--- src/rtl/hca24_stream_accumulator_if.sv ---
// Stream bundle for the 24-bit accumulator: operand valid/ready in, result valid/ready out.
interface hca24_stream_accumulator_if #(
    parameter int CNT_W  = 8,
    parameter int DATA_W = 24
);
    logic              start;
    logic [CNT_W-1:0]  len;
    logic              in_valid;
    logic              in_ready;
    logic [DATA_W-1:0] in_data;
    logic              out_valid;
    logic              out_ready;
    logic [DATA_W-1:0] out_sum;
    logic              out_ovf;
    logic              busy;

    modport master (
        output start, len, in_valid, in_data, out_ready,
        input  in_ready, out_valid, out_sum, out_ovf, busy
    );
    modport slave (
        input  start, len, in_valid, in_data, out_ready,
        output in_ready, out_valid, out_sum, out_ovf, busy
    );
endinterface

--- src/rtl/hca24_stream_accumulator.sv ---
// Streamed burst accumulator around a 24-bit Han-Carlson adder.
// Optional macro HCA_ACC_SATURATE_EN clamps the sum at full scale instead of wrapping.
module UBHCA_23_0_23_0 (
    input  logic [23:0] X,
    input  logic [23:0] Y,
    output logic [24:0] S
);
    // Level 0: bit g/p; 1: odd bits pair up; 2..5: odd-only Kogge-Stone; 6: even fix-up.
    logic [6:0][23:0] w_g, w_p;
    logic             w_unused_p;

    assign w_g[0] = X & Y;
    assign w_p[0] = X ^ Y;

    for (genvar lv = 1; lv <= 6; lv++) begin : g_lvl
        for (genvar i = 0; i < 24; i++) begin : g_bit
            localparam int D   = (lv == 1 || lv == 6) ? 1 : (1 << (lv - 1));
            localparam bit ACT = (lv == 6) ? ((i % 2 == 0) && (i >= 2))
                                           : ((i % 2 == 1) && (i >= D));
            if (ACT) begin : g_op
                assign w_g[lv][i] = w_g[lv-1][i] | (w_p[lv-1][i] & w_g[lv-1][i-D]);
                assign w_p[lv][i] = w_p[lv-1][i] & w_p[lv-1][i-D];
            end else begin : g_pass
                assign w_g[lv][i] = w_g[lv-1][i];
                assign w_p[lv][i] = w_p[lv-1][i];
            end
        end
    end

    assign S[23:0]    = w_p[0] ^ {w_g[6][22:0], 1'b0};
    assign S[24]      = w_g[6][23];
    assign w_unused_p = ^w_p[6];
endmodule

module hca24_stream_accumulator #(
    parameter int CNT_W  = 8,
    parameter int DATA_W = 24
) (
    input logic                        clk,
    input logic                        rst_n,
    hca24_stream_accumulator_if.slave  sif
);
    if (DATA_W != 24) begin : g_bad_cfg
        $error("hca24_stream_accumulator: DATA_W must be 24");
    end

    typedef enum logic [1:0] {IDLE, ACC, DONE} state_t;

    state_t             r_state, w_state_nxt;
    logic [23:0]        r_acc, r_out_sum, w_acc_nxt;
    logic [CNT_W-1:0]   r_cnt;
    logic               r_ovf, r_out_ovf, w_ovf_nxt;
    logic               w_in_ready, w_out_valid, w_busy, w_accept, w_last;
    logic [24:0]        w_s;

    localparam logic [CNT_W-1:0] CNT_ONE = {{(CNT_W-1){1'b0}}, 1'b1};

    UBHCA_23_0_23_0 u_add (.X(r_acc), .Y(sif.in_data), .S(w_s));

    assign w_accept  = w_in_ready & sif.in_valid;
    assign w_last    = (r_cnt == CNT_ONE);
    assign w_ovf_nxt = r_ovf | w_s[24];
`ifdef HCA_ACC_SATURATE_EN
    // Once a burst has overflowed it stays pinned at full scale.
    assign w_acc_nxt = w_ovf_nxt ? 24'hFFFFFF : w_s[23:0];
`else
    assign w_acc_nxt = w_s[23:0];
`endif

    always_ff @(posedge clk or negedge rst_n) begin
        if (!rst_n) r_state <= IDLE;
        else        r_state <= w_state_nxt;
    end

    always_comb begin
        w_state_nxt = r_state;
        w_in_ready  = 1'b0;
        w_out_valid = 1'b0;
        w_busy      = 1'b0;
        case (r_state)
            IDLE: begin
                if (sif.start) w_state_nxt = (sif.len == '0) ? DONE : ACC;
            end
            ACC: begin
                w_in_ready = 1'b1;
                w_busy     = 1'b1;
                if (sif.in_valid && w_last) w_state_nxt = DONE;
            end
            DONE: begin
                w_out_valid = 1'b1;
                w_busy      = 1'b1;
                if (sif.out_ready) w_state_nxt = IDLE;
            end
            default: w_state_nxt = IDLE;
        endcase
    end

    // Result registers are loaded only when entering DONE so they survive the next start.
    always_ff @(posedge clk or negedge rst_n) begin
        if (!rst_n) begin
            r_acc     <= '0;
            r_cnt     <= '0;
            r_ovf     <= 1'b0;
            r_out_sum <= '0;
            r_out_ovf <= 1'b0;
        end else begin
            case (r_state)
                IDLE: if (sif.start) begin
                    r_acc <= '0;
                    r_ovf <= 1'b0;
                    r_cnt <= sif.len;
                    if (sif.len == '0) begin
                        r_out_sum <= '0;
                        r_out_ovf <= 1'b0;
                    end
                end
                ACC: if (w_accept) begin
                    r_acc <= w_acc_nxt;
                    r_ovf <= w_ovf_nxt;
                    r_cnt <= r_cnt - CNT_ONE;
                    if (w_last) begin
                        r_out_sum <= w_acc_nxt;
                        r_out_ovf <= w_ovf_nxt;
                    end
                end
                default: ;
            endcase
        end
    end

    assign sif.in_ready  = w_in_ready;
    assign sif.out_valid = w_out_valid;
    assign sif.out_sum   = r_out_sum;
    assign sif.out_ovf   = r_out_ovf;
    assign sif.busy      = w_busy;
endmodule

--- src/flat_wrapper.sv ---
// flat-port wrapper written by rule: the top's interface ports become plain ports
module hca24_stream_accumulator_flat 
#(
    parameter int CNT_W  = 8,
    parameter int DATA_W = 24
)
  (clk, rst_n, sif_start, sif_len, sif_in_valid, sif_in_data, sif_out_ready, sif_in_ready, sif_out_valid, sif_out_sum, sif_out_ovf, sif_busy);
  hca24_stream_accumulator_if #(.CNT_W(CNT_W), .DATA_W(DATA_W)) sif_i ();
  input logic clk;
  input logic rst_n;
  input wire logic [$bits(sif_i.start)-1:0] sif_start;
  input wire logic [$bits(sif_i.len)-1:0] sif_len;
  input wire logic [$bits(sif_i.in_valid)-1:0] sif_in_valid;
  input wire logic [$bits(sif_i.in_data)-1:0] sif_in_data;
  input wire logic [$bits(sif_i.out_ready)-1:0] sif_out_ready;
  output wire logic [$bits(sif_i.in_ready)-1:0] sif_in_ready;
  output wire logic [$bits(sif_i.out_valid)-1:0] sif_out_valid;
  output wire logic [$bits(sif_i.out_sum)-1:0] sif_out_sum;
  output wire logic [$bits(sif_i.out_ovf)-1:0] sif_out_ovf;
  output wire logic [$bits(sif_i.busy)-1:0] sif_busy;
  assign sif_i.start = sif_start;
  assign sif_i.len = sif_len;
  assign sif_i.in_valid = sif_in_valid;
  assign sif_i.in_data = sif_in_data;
  assign sif_i.out_ready = sif_out_ready;
  assign sif_in_ready = sif_i.in_ready;
  assign sif_out_valid = sif_i.out_valid;
  assign sif_out_sum = sif_i.out_sum;
  assign sif_out_ovf = sif_i.out_ovf;
  assign sif_busy = sif_i.busy;
  hca24_stream_accumulator #(.CNT_W(CNT_W), .DATA_W(DATA_W)) u_core (.clk(clk), .rst_n(rst_n), .sif(sif_i));
endmodule
--- config.mk ---
export PLATFORM = sky130hd
export DESIGN_NAME = hca24_stream_accumulator_flat
export DESIGN_NICKNAME = d
export VERILOG_FILES = /design/src/rtl/hca24_stream_accumulator_if.sv /design/src/rtl/hca24_stream_accumulator.sv /design/src/flat_wrapper.sv
export SDC_FILE = /design/constraint.sdc
export NUM_CORES = 1
export LEC_CHECK = 0
export ABC_AREA = 1
export CORE_MARGIN = 8
export CORE_UTILIZATION = 58
export DETAILED_ROUTE_END_ITERATION = 10
export GPL_ROUTABILITY_DRIVEN = 0
export PLACE_DENSITY = 0.85
export RECOVER_POWER = 100
export SKIP_CTS_REPAIR_TIMING = 1
export SLEW_MARGIN = 40
export SYNTH_ARGS = -nofsm -noshare
export SYNTH_HDL_FRONTEND = slang
export SYNTH_SLANG_ARGS = --single-unit
--- constraint.sdc ---
create_clock -name clk -period 5.5 [get_ports clk]
set_input_delay 1.1 -clock clk [delete_from_list [all_inputs] [get_ports clk]]
set_output_delay 1.1 -clock clk [all_outputs]
set_load 0.01 [all_outputs]
==> flow_summary.ini <==
[yosys]
synth_edf_count = 0
synthAdderAreaFrac = 0.154
synth.avg_cell_area_um2 = 7.87
netlist.area_leader.share = 0.393
yosysSeqAreaShare = 0.393
synth_top_family_by_area = simple AND/OR/NAND/NOR gates
async_flop_share = 1.00
yosys-top-cells-count = nand2_1, dfrtp_1, inv_1
synth.distinct_cells = 32
synthFlopType = dfrtp_1
synthTopCellsByArea = dfrtp_1, nand2_1, ha_1, fa_1, inv_1
ys_warn_count = 0
synth-simple-area-share = 0.246
synthesis.area_um2 = 3820
synthMuxAreaShare = 0
synthXorXnorAreaFrac = 0.0275
ys_ff_latch = 60
synthesis.nets = 563
syn_inst = 486
synth_area_leader_cell = dfrtp_1
synth_most_common_cell = nand2_1
synth-compound-area-share = 0.0890

[floorplan]
die_height_um = 97.2
die-area_um2 = 9450
num_rows = 29
io_pins = 65
start_util = 0.602
core-area_um2 = 6350
fp.dieW_um = 97.2

[timing]
setup_viol = 0
tightest_slew_ps = 3280
period_share = 0.773
slew_viol_final = 61
setup_tns_ps = 0
fmax_mhz = 235
period_minus_slack_ps = 4250
hold_viol = 0
rsz0062_at_grt = false
slew-limit-headroom = -1.18
fin_skew_ps = 3.38

[routing]
vias = 3358
avgRoutedWirePerCell_um = 14.7
drc_errors = 0
wl_um = 9250
drtIter0Drc = 203
first_pass_iters = 4
vias_per_cell = 5.33
ant_nets = 0

[worst_setup_path]
cp-end-kind = flip-flop
start_kind = flip-flop
cp_cell_sequence = inv_1 > ha_1 > clkinvlp_2 > or2_1 > nand2_1 > a21oi_4 > buf_4 > nand3_4 > inv_4 > nand3_1 > nand2_1
crit_path_max_incr_delay_ps = 1220
critPathKind = flip-flop to flip-flop
cp_slowest_cell = clkinvlp_2
reg2reg_slack_ps = 1250
critPathBufInv = 4
crit_top_cell = nand2_1
crit_arrival_ps = 4480
crit_family = buffers and inverters
cp_max_fo = 38
cp.required_ps = 5730

[clock_network]
clkTransAtPathRegs_ps = 70
clk_latency_ps = 340
clock_path_buffers = 2
cts_tree = done
root_buffer = clkbuf_8
cts_buffers = 9
h-tree-depth = 3
clock-sinks = 60

[placed_design]
dp_hpwl_um = 6370
port_buffers = 64

[global_routing]
grt_pass1_wl_um = 16200
grt_max_degree = 61
grt_pass1_vias = 3575
overflow = 0
antenna_found_initial = 0
grt_use_total = 0.205

[outcome]
status = finished, violations left
violations = capacitance limit, slew limit

[power_and_ir_drop]
p_total_mw = 2.52
vdd_drop_max_v = 0.000373
powerDensity_nw_per_um2 = 540
p_leak_nw = 2.45

[finish]
layout-drive-gt1-share = 0.0488
nets = 625
syn_to_final_growth_pct = 22.0
antennaDiodeCount = 0

[flow_run]
max-cap-violations = 1

[hold_path]
hp-class = flip-flop to flip-flop
## cell usage in the layout (no fill, tap or decap), types with 5 or more instances in the layout
cell type,instances
nand2_1,175
dfrtp_1,60
inv_1,54
nor2_1,45
clkdlybuf4s50_1,35
ha_1,28
dlygate4sd3_1,28
o21ai_0,27
a21oi_1,17
xor2_1,12
fa_1,12
nand3_1,10
clkbuf_8,10
o21ai_1,5
## sequential cells by signal, summed over array words and instances (netlist names)
register	count
u_core.r_acc	24
u_core.sif.out_sum	24
u_core.r_cnt	8
u_core.r_state	2
u_core.r_ovf	1
u_core.sif.out_ovf	1
## routing by layer
layer | global-route usage | vias to the layer above | routed length, um
met2 | 0.351 | 91 | 4670
li1 | - | 1631 | -
met3 | 0.0370 | 15 | 443
met1 | 0.247 | 1621 | 3980
met5 | 0 | - | 0
met4 | 0.0828 | 0 | 159
## worst paths after layout
| check | endpoint | start | cells past startpoint |
|---|---|---|---|
| worst min-delay path | u_core.sif.out_sum[5] | u_core.sif.out_sum[5] | 2 |
| worst max register to register | u_core.sif.out_ovf | u_core.r_state[1] | 11 |
| worst min register to register | u_core.sif.out_sum[5] | u_core.sif.out_sum[5] | 2 |
| max in group asynchronous | u_core.r_acc[1] | rst_n | 2 |
| worst max-delay path | u_core.sif.out_ovf | u_core.r_state[1] | 11 |
| min in group asynchronous | u_core.sif.out_sum[11] | rst_n | 2 |
## tightest hold or removal path, stage by stage, from the launching register on
cell,delay (ps)
dfrtp_1,340
nand2_1,50
nand2_1,50
## power breakdown
group	total [mW]	switching (mW)	leakage, nW	internal, mW
Clock	0.446	0.181	0.113	0.265
Combinational	1.36	0.875	1.55	0.490
Sequential	0.708	0.0930	0.791	0.615
## kinds of logic (layout without fill, tap and decap cells)
group	Yosys count	count (layout)
DFF	60	60
buffers and inverters	75	142
and+or+nand+nor	238	238
xor gates and xnor gates	12	12
adders and majority gates	40	40
AOI/OAI and AO/OA	61	61
## metrics by stage
step	std cells	hold WS, ps	instance area (um^2)	util	setup WS (ps)
global route	630	495	4670	0.735	885
detailed placement	614	464	4460	0.702	1410
CTS	630	482	4670	0.736	1740
global placement	614	459	4460	0.702	1400
floorplan	486	446	3820	-	2210
finish	630	476	4670	0.735	1250
## area by class of cell
cell class                 count  area [um^2]
multi-input combinational    351         1970
fill                         483         1680
sequential                    60         1500
timing repair buffer          66          647
inverter                      60          231
clock buffer                  11          141
tap                           77         96.3
clock inverter                 5         75.1
No activity file was read; power rests on OpenSTA's default activity.
